==> config.mk <==
export PLATFORM = sky130hd
export DESIGN_NAME = systolic_mm_engine_param
export DESIGN_NICKNAME = d
export VERILOG_FILES = /design/src/rtl/systolic_mm_engine_param.sv
export SDC_FILE = /design/constraint.sdc
export NUM_CORES = 2
export LEC_CHECK = 0
export ABC_AREA = 1
export CELL_PAD_IN_SITES_DETAIL_PLACEMENT = 1
export CELL_PAD_IN_SITES_GLOBAL_PLACEMENT = 2
export CORE_MARGIN = 2
export CORE_UTILIZATION = 39
export DETAILED_ROUTE_END_ITERATION = 10
export PLACE_DENSITY = 0.9
export SYNTH_ARGS = -nofsm -noshare
export SYNTH_HDL_FRONTEND = slang
export SYNTH_SLANG_ARGS = --single-unit
==> constraint.sdc <==
create_clock -name clk -period 32.3 [get_ports clk]
set_input_delay 6.46 -clock clk [delete_from_list [all_inputs] [get_ports clk]]
set_output_delay 6.46 -clock clk [all_outputs]
set_load 0.005 [all_outputs]
==> src/rtl/systolic_mm_engine_param.sv <==
// N x N output-stationary systolic matrix multiplier with a LOAD/COMPUTE/DRAIN controller.
// Optional macro ACCUM_EN: start with accum=1 keeps the previous C and adds A x B to it.
module systolic_mm_engine_param #(
  parameter int N  = 4,
  parameter int DW = 8,
  parameter int AW = 2*DW + $clog2(N)
) (
  input  logic          clk,
  input  logic          rst,
  input  logic          start,
  input  logic          accum,
  input  logic          in_valid,
  output logic          in_ready,
  input  logic [DW-1:0] a_in,
  input  logic [DW-1:0] b_in,
  output logic          out_valid,
  input  logic          out_ready,
  output logic [AW-1:0] c_out,
  output logic          busy,
  output logic          done
);

  localparam int NN = N*N;
  localparam int KW = $clog2(NN);
  localparam int TW = $clog2(3*N-2);
  localparam logic [KW-1:0] K_LAST = KW'(NN-1);
  localparam logic [TW-1:0] T_LAST = TW'(3*N-3);

  // Handshakes: a transfer happens on a rising edge where valid and ready are both high;
  // the engine raises in_ready only in LOAD and out_valid only in DRAIN, and holds c_out while stalled.

  typedef enum logic [1:0] {S_IDLE, S_LOAD, S_COMPUTE, S_DRAIN} state_t;
  state_t state;

  logic [KW-1:0] k_cnt;
  logic [KW-1:0] m_cnt;
  logic [TW-1:0] t_cnt;
  logic [DW-1:0] a_buf [NN];
  logic [DW-1:0] b_buf [NN];
  logic [DW-1:0] a_edge [N];
  logic [DW-1:0] b_edge [N];
  logic [DW-1:0] a_fwd [N][N];
  logic [DW-1:0] b_fwd [N][N];
  logic [AW-1:0] c_flat [NN];

  logic keep_acc;
  logic clr_acc;
  logic run;

`ifdef ACCUM_EN
  assign keep_acc = accum;
`else
  logic unused_accum;
  assign unused_accum = accum;
  assign keep_acc = 1'b0;
`endif

  assign clr_acc = (state == S_IDLE) && start && !keep_acc;
  assign run     = (state == S_COMPUTE);

  // Skewed edge feed: row i / column j start i / j cycles late, zeros outside the window.
  int d;
  logic [KW-1:0] idx;
  always_comb begin
    d   = 0;
    idx = '0;
    for (int i = 0; i < N; i++) begin
      a_edge[i] = '0;
      b_edge[i] = '0;
    end
    if (run) begin
      for (int i = 0; i < N; i++) begin
        d = int'(t_cnt) - i;
        if (d >= 0 && d < N) begin
          idx       = KW'(i*N + d);
          a_edge[i] = a_buf[idx];
          idx       = KW'(d*N + i);
          b_edge[i] = b_buf[idx];
        end
      end
    end
  end

  for (genvar i = 0; i < N; i++) begin : g_row
    for (genvar j = 0; j < N; j++) begin : g_col
      logic [DW-1:0] a_w, b_w, a_q, b_q;
      logic [AW-1:0] acc_q, prod;

      if (j == 0) begin : g_a_edge
        assign a_w = a_edge[i];
      end else begin : g_a_pipe
        assign a_w = a_fwd[i][j-1];
      end
      if (i == 0) begin : g_b_edge
        assign b_w = b_edge[j];
      end else begin : g_b_pipe
        assign b_w = b_fwd[i-1][j];
      end

      assign prod = AW'(a_w) * AW'(b_w);

      always_ff @(posedge clk or posedge rst) begin
        if (rst) begin
          a_q   <= '0;
          b_q   <= '0;
          acc_q <= '0;
        end else if (run) begin
          a_q   <= a_w;
          b_q   <= b_w;
          acc_q <= acc_q + prod;
        end else begin
          a_q <= '0;
          b_q <= '0;
          if (clr_acc) acc_q <= '0;
        end
      end

      assign a_fwd[i][j]    = a_q;
      assign b_fwd[i][j]    = b_q;
      assign c_flat[i*N+j]  = acc_q;
    end
  end

  always_ff @(posedge clk or posedge rst) begin
    if (rst) begin
      state     <= S_IDLE;
      in_ready  <= 1'b0;
      out_valid <= 1'b0;
      busy      <= 1'b0;
      done      <= 1'b0;
      c_out     <= '0;
      k_cnt     <= '0;
      m_cnt     <= '0;
      t_cnt     <= '0;
      for (int n = 0; n < NN; n++) begin
        a_buf[n] <= '0;
        b_buf[n] <= '0;
      end
    end else begin
      done <= 1'b0;
      case (state)
        S_IDLE: begin
          if (start) begin
            state    <= S_LOAD;
            in_ready <= 1'b1;
            busy     <= 1'b1;
            k_cnt    <= '0;
          end
        end
        S_LOAD: begin
          if (in_valid) begin
            a_buf[k_cnt] <= a_in;
            b_buf[k_cnt] <= b_in;
            if (k_cnt == K_LAST) begin
              state    <= S_COMPUTE;
              in_ready <= 1'b0;
              t_cnt    <= '0;
            end else begin
              k_cnt <= k_cnt + 1'b1;
            end
          end
        end
        S_COMPUTE: begin
          // PE(0,0) finished long ago, so C[0][0] is safe to register on the last compute edge.
          if (t_cnt == T_LAST) begin
            state     <= S_DRAIN;
            out_valid <= 1'b1;
            m_cnt     <= '0;
            c_out     <= c_flat[0];
          end else begin
            t_cnt <= t_cnt + 1'b1;
          end
        end
        S_DRAIN: begin
          if (out_ready) begin
            if (m_cnt == K_LAST) begin
              state     <= S_IDLE;
              out_valid <= 1'b0;
              busy      <= 1'b0;
              done      <= 1'b1;
            end else begin
              m_cnt <= m_cnt + 1'b1;
              c_out <= c_flat[m_cnt + 1'b1];
            end
          end
        end
        default: state <= S_IDLE;
      endcase
    end
  end

endmodule

==> impl_metrics.sql <==
INSERT INTO impl_metrics (metric_group, metric, value, unit) VALUES
('layout', 'commonest_cells_after_routing_fill_and_taps_aside', '3372 x nand2_1, 2496 x inv_1, 800 x fa_1, 769 x dfrtp_1, 727 x nand3_1', ''),
('floorplan', 'chip_width', '455', 'um'),
('clock_network', 'postCtsSetupBuffers', '0', ''),
('synth', 'synth_sequential_area_ratio', '0.244', ''),
('clock_network', 'clk-insertion-delay-late', '0.80', 'ns'),
('synth', 'instance_count_of_the_mapped_netlist', '10900', ''),
('worst_setup_path', 'timing.critical_path.arrival', '10.83', 'ns'),
('clock_network', 'tritoncts_num_sinks', '772', ''),
('pwr', 'p_leak', '48.9', 'nW'),
('worst_setup_path', 'critical_path.max_fanout', '110', ''),
('global_route', 'global_route.usage.total', '0.265', ''),
('pwr', 'maximum_vdd_ir_drop', '0.0482', 'mV'),
('clock_network', 'cts-htree-levels', '3', ''),
('timing', 'final-max-slew-violation-count', '0', ''),
('pwr', 'power.density', '53.1', 'nW/um2'),
('synth', 'syn_area', '79200', 'um2'),
('synth', 'yosysWarnings', '0', ''),
('worst_setup_path', 'crit_required', '33.04', 'ns'),
('drt', 'first_iteration_detailed_routing_drc_count', '4257', ''),
('drt', 'route.vias.total', '68400', ''),
('floorplan', 'i_o_pin_total', '44', ''),
('timing', 'final_critical_path_setup_slack', '22.21', 'ns'),
('timing', 'rsz0062_at_grt', 'false', ''),
('timing', 'finClkSkew', '0.0627', 'ns'),
('run_status', 'result_of_the_run', 'completed', ''),
('layout', 'commonest_non_fill_non_tap_cell_in_the_layout', 'nand2_1', ''),
('clock_network', 'max-clock-path-buffers', '3', ''),
('worst_setup_path', 'critical_path.endpoint_type', 'async pin', ''),
('timing', 'final_hold_viol_count', '0', ''),
('drt', 'wl_per_cell', '20.0', 'um'),
('timing', 'period_utilisation_layout', '0.312', ''),
('drt', 'drc', '0', ''),
('timing', 'final.min_clock_period', '10.09', 'ns'),
('pwr', 'totalPowerFinal', '4.52', 'mW'),
('global_route', 'antenna_found_initial', '4', ''),
('global_route', 'global_route_wire_length_before_repair', '425000', 'um'),
('timing', 'pin_slew_with_the_least_headroom_to_its_limit', '1.22', 'ns'),
('global_route', 'grt_pass1_vias', '74400', ''),
('timing', 'relative_slew_slack', '0.182', ''),
('placed_design', 'rd_place_congestion', '0.926', ''),
('drt', 'detail_route.wirelength', '269000', 'um'),
('synth', 'ys_seq_elements', '772', ''),
('floorplan', 'die_h', '455', 'um'),
('clock_network', 'cts_hold_buf', '0', ''),
('layout', 'drive_gt1_frac', '0.0259', ''),
('floorplan', 'placement_rows', '165', ''),
('clock_network', 'cts_tree', 'done', ''),
('clock_network', 'clk_transition_reported_paths', '0.06', 'ns'),
('placed_design', 'dp_hpwl', '212000', 'um'),
('layout', 'synthToLayoutAreaGrowth', '7.52', '%'),
('floorplan', 'coreArea', '202000', 'um2'),
('timing', 'max_freq', '99.1', 'MHz'),
('worst_setup_path', 'reg2reg_slack', '24.05', 'ns'),
('timing', 'fin_tns_setup', '0', 'ns'),
('drt', 'detail_route.first_pass.iterations', '5', ''),
('clock_network', 'clock_buffers_created_by_tritoncts', '100', ''),
('synth', 'synthesis.nets', '12400', ''),
('placed_design', 'port_buffers', '42', ''),
('timing', 'fin_worst_hold_slack', '0.477', 'ns'),
('global_route', 'grt_max_degree', '111', ''),
('synth', 'syn-mean-instance-area', '7.25', 'um2'),
('synth', 'synth.lib_cells_used.distinct', '42', ''),
('drt', 'detail-route-antenna-nets', '0', ''),
('clock_network', 'post_cts.resized_instances', '0', ''),
('layout', 'utilization', '0.421', ''),
('job', 'cap_violations', '0', ''),
('layout', 'fin_nets', '12200', ''),
('layout', 'multi_input_comb_area', '48700', 'um2'),
('timing', 'setup_violations', '0', ''),
('floorplan', 'initial_utilization', '0.392', ''),
('placed_design', 'pre_cts_slack', '21.16', 'ns'),
('worst_setup_path', 'setup_crit_start_kind', 'input pin', ''),
('clock_network', 'cts_root_buf', 'clkbuf_16', ''),
('floorplan', 'die_area', '207000', 'um2'),
('drt', 'viasPerCell', '5.09', ''),
('layout', 'area_of_all_sequential_standard_cells', '19300', 'um2'),
('worst_hold_path', 'hold_path.class', 'reg -> reg', ''),
('global_route', 'global_route.overflow_total', '0', ''),
('worst_setup_path', 'critPathKind', 'in -> async', ''),
('layout', 'layout.filler_cells', '25400', '');
-- kinds of logic (layout without fill, tap and decap cells) --
group / Yosys count / count (layout) / share of synthesized area
other cells: 0 / 1 / 0
simple gates: 4832 / 4832 / 0.246
compound gates: 871 / 871 / 0.0570
flops: 772 / 772 / 0.244
xor+xnor: 50 / 50 / 0.00601
fa+ha+maj: 1458 / 1458 / 0.306
buf+inv: 2939 / 2797 / 0.141
-- layer usage --
| layer | wire (um) | track usage | up-vias |
|---|---|---|---|
| li1 | - | - | 32100 |
| met1 | 116000 | 0.337 | 34700 |
| met2 | 130000 | 0.454 | 1262 |
| met3 | 9990 | 0.0312 | 421 |
| met4 | 12500 | 0.109 | 4 |
| met5 | 27 | 0 | - |
-- registers in the layout, indices dropped and copies added (netlist names) --
signal / count
a_buf: 128
b_buf: 128
busy: 1
c_out: 18
done: 1
g_row.g_col.a_q: 96
g_row.g_col.acc_q: 288
g_row.g_col.b_q: 96
in_ready: 1
k_cnt: 4
m_cnt: 4
out_valid: 1
state: 2
t_cnt: 4
-- final cells by class --
class / count / share of cell area
timing repair buffer: 99 / 0.00997
tap: 2672 / 0.0393
antenna: 1 / 0.0000294
inverter: 2513 / 0.111
clock inverter: 54 / 0.00750
sequential: 772 / 0.227
multi-input combinational: 7211 / 0.573
clock buffer: 131 / 0.0324
-- cell usage after synthesis, drive strengths merged --
master | instances | area, um2
xor2 | 23 | 220
clkbuf | 329 | 1240
nand3 | 730 | 3670
nor4 | 2 | 12.5
dfrtp | 772 | 19300
nor2 | 601 | 2280
buf | 97 | 472
a32o | 1 | 10.0
o22a | 5 | 43.8
o21ai | 588 | 2960
o211ai | 8 | 60.1
nor3 | 28 | 175
nand2 | 3377 | 12700
xnor2 | 27 | 255
fa | 800 | 16000
nand4 | 36 | 225
or2 | 5 | 31.3
o21a | 1 | 7.51
clkinv | 7 | 27.5
ha | 658 | 8230
a211oi | 2 | 15.0
and2 | 21 | 131
nand3b | 32 | 240
a21oi | 214 | 1090
o22ai | 52 | 325
inv | 2506 | 9410
-- power breakdown --
group | leakage (nW) | internal [mW] | switching [mW]
registers | 10.6 | 1.18 | 0.171
clock network | 1.65 | 0.673 | 0.518
logic | 36.7 | 0.554 | 1.42
total | 48.9 | 2.41 | 2.11
-- final timing paths --
kind | start | endpoint | cells after the start
setup / recovery | rst | g_row[2].g_col[3].acc_q[12] | 6
hold / removal | g_row[2].g_col[0].acc_q[13] | g_row[2].g_col[0].acc_q[13] | 2
setup reg to reg | t_cnt[1] | g_row[2].g_col[0].acc_q[11] | 28
hold reg to reg | g_row[2].g_col[0].acc_q[13] | g_row[2].g_col[0].acc_q[13] | 2
max in group clk | start | g_row[0].g_col[3].acc_q[15] | 7
min in group asynchronous | rst | g_row[0].g_col[3].acc_q[16] | 2
-- critical path, stage by stage --
cell and delay [ns]:
clkdlybuf4s50_1 0.49, inv_8 0.49, buf_4 0.83, buf_4 0.71, buf_4 0.71, buf_4 0.85
-- stage by stage --
stage / instances / cell area [um2]
floorplan: 10900 / 79200
global placement: 13300 / 81700
detailed placement: 13300 / 81700
CTS: 13500 / 85100
global route: 13500 / 85100
finish: 13500 / 85100
Power figures use the tool's default switching activity.
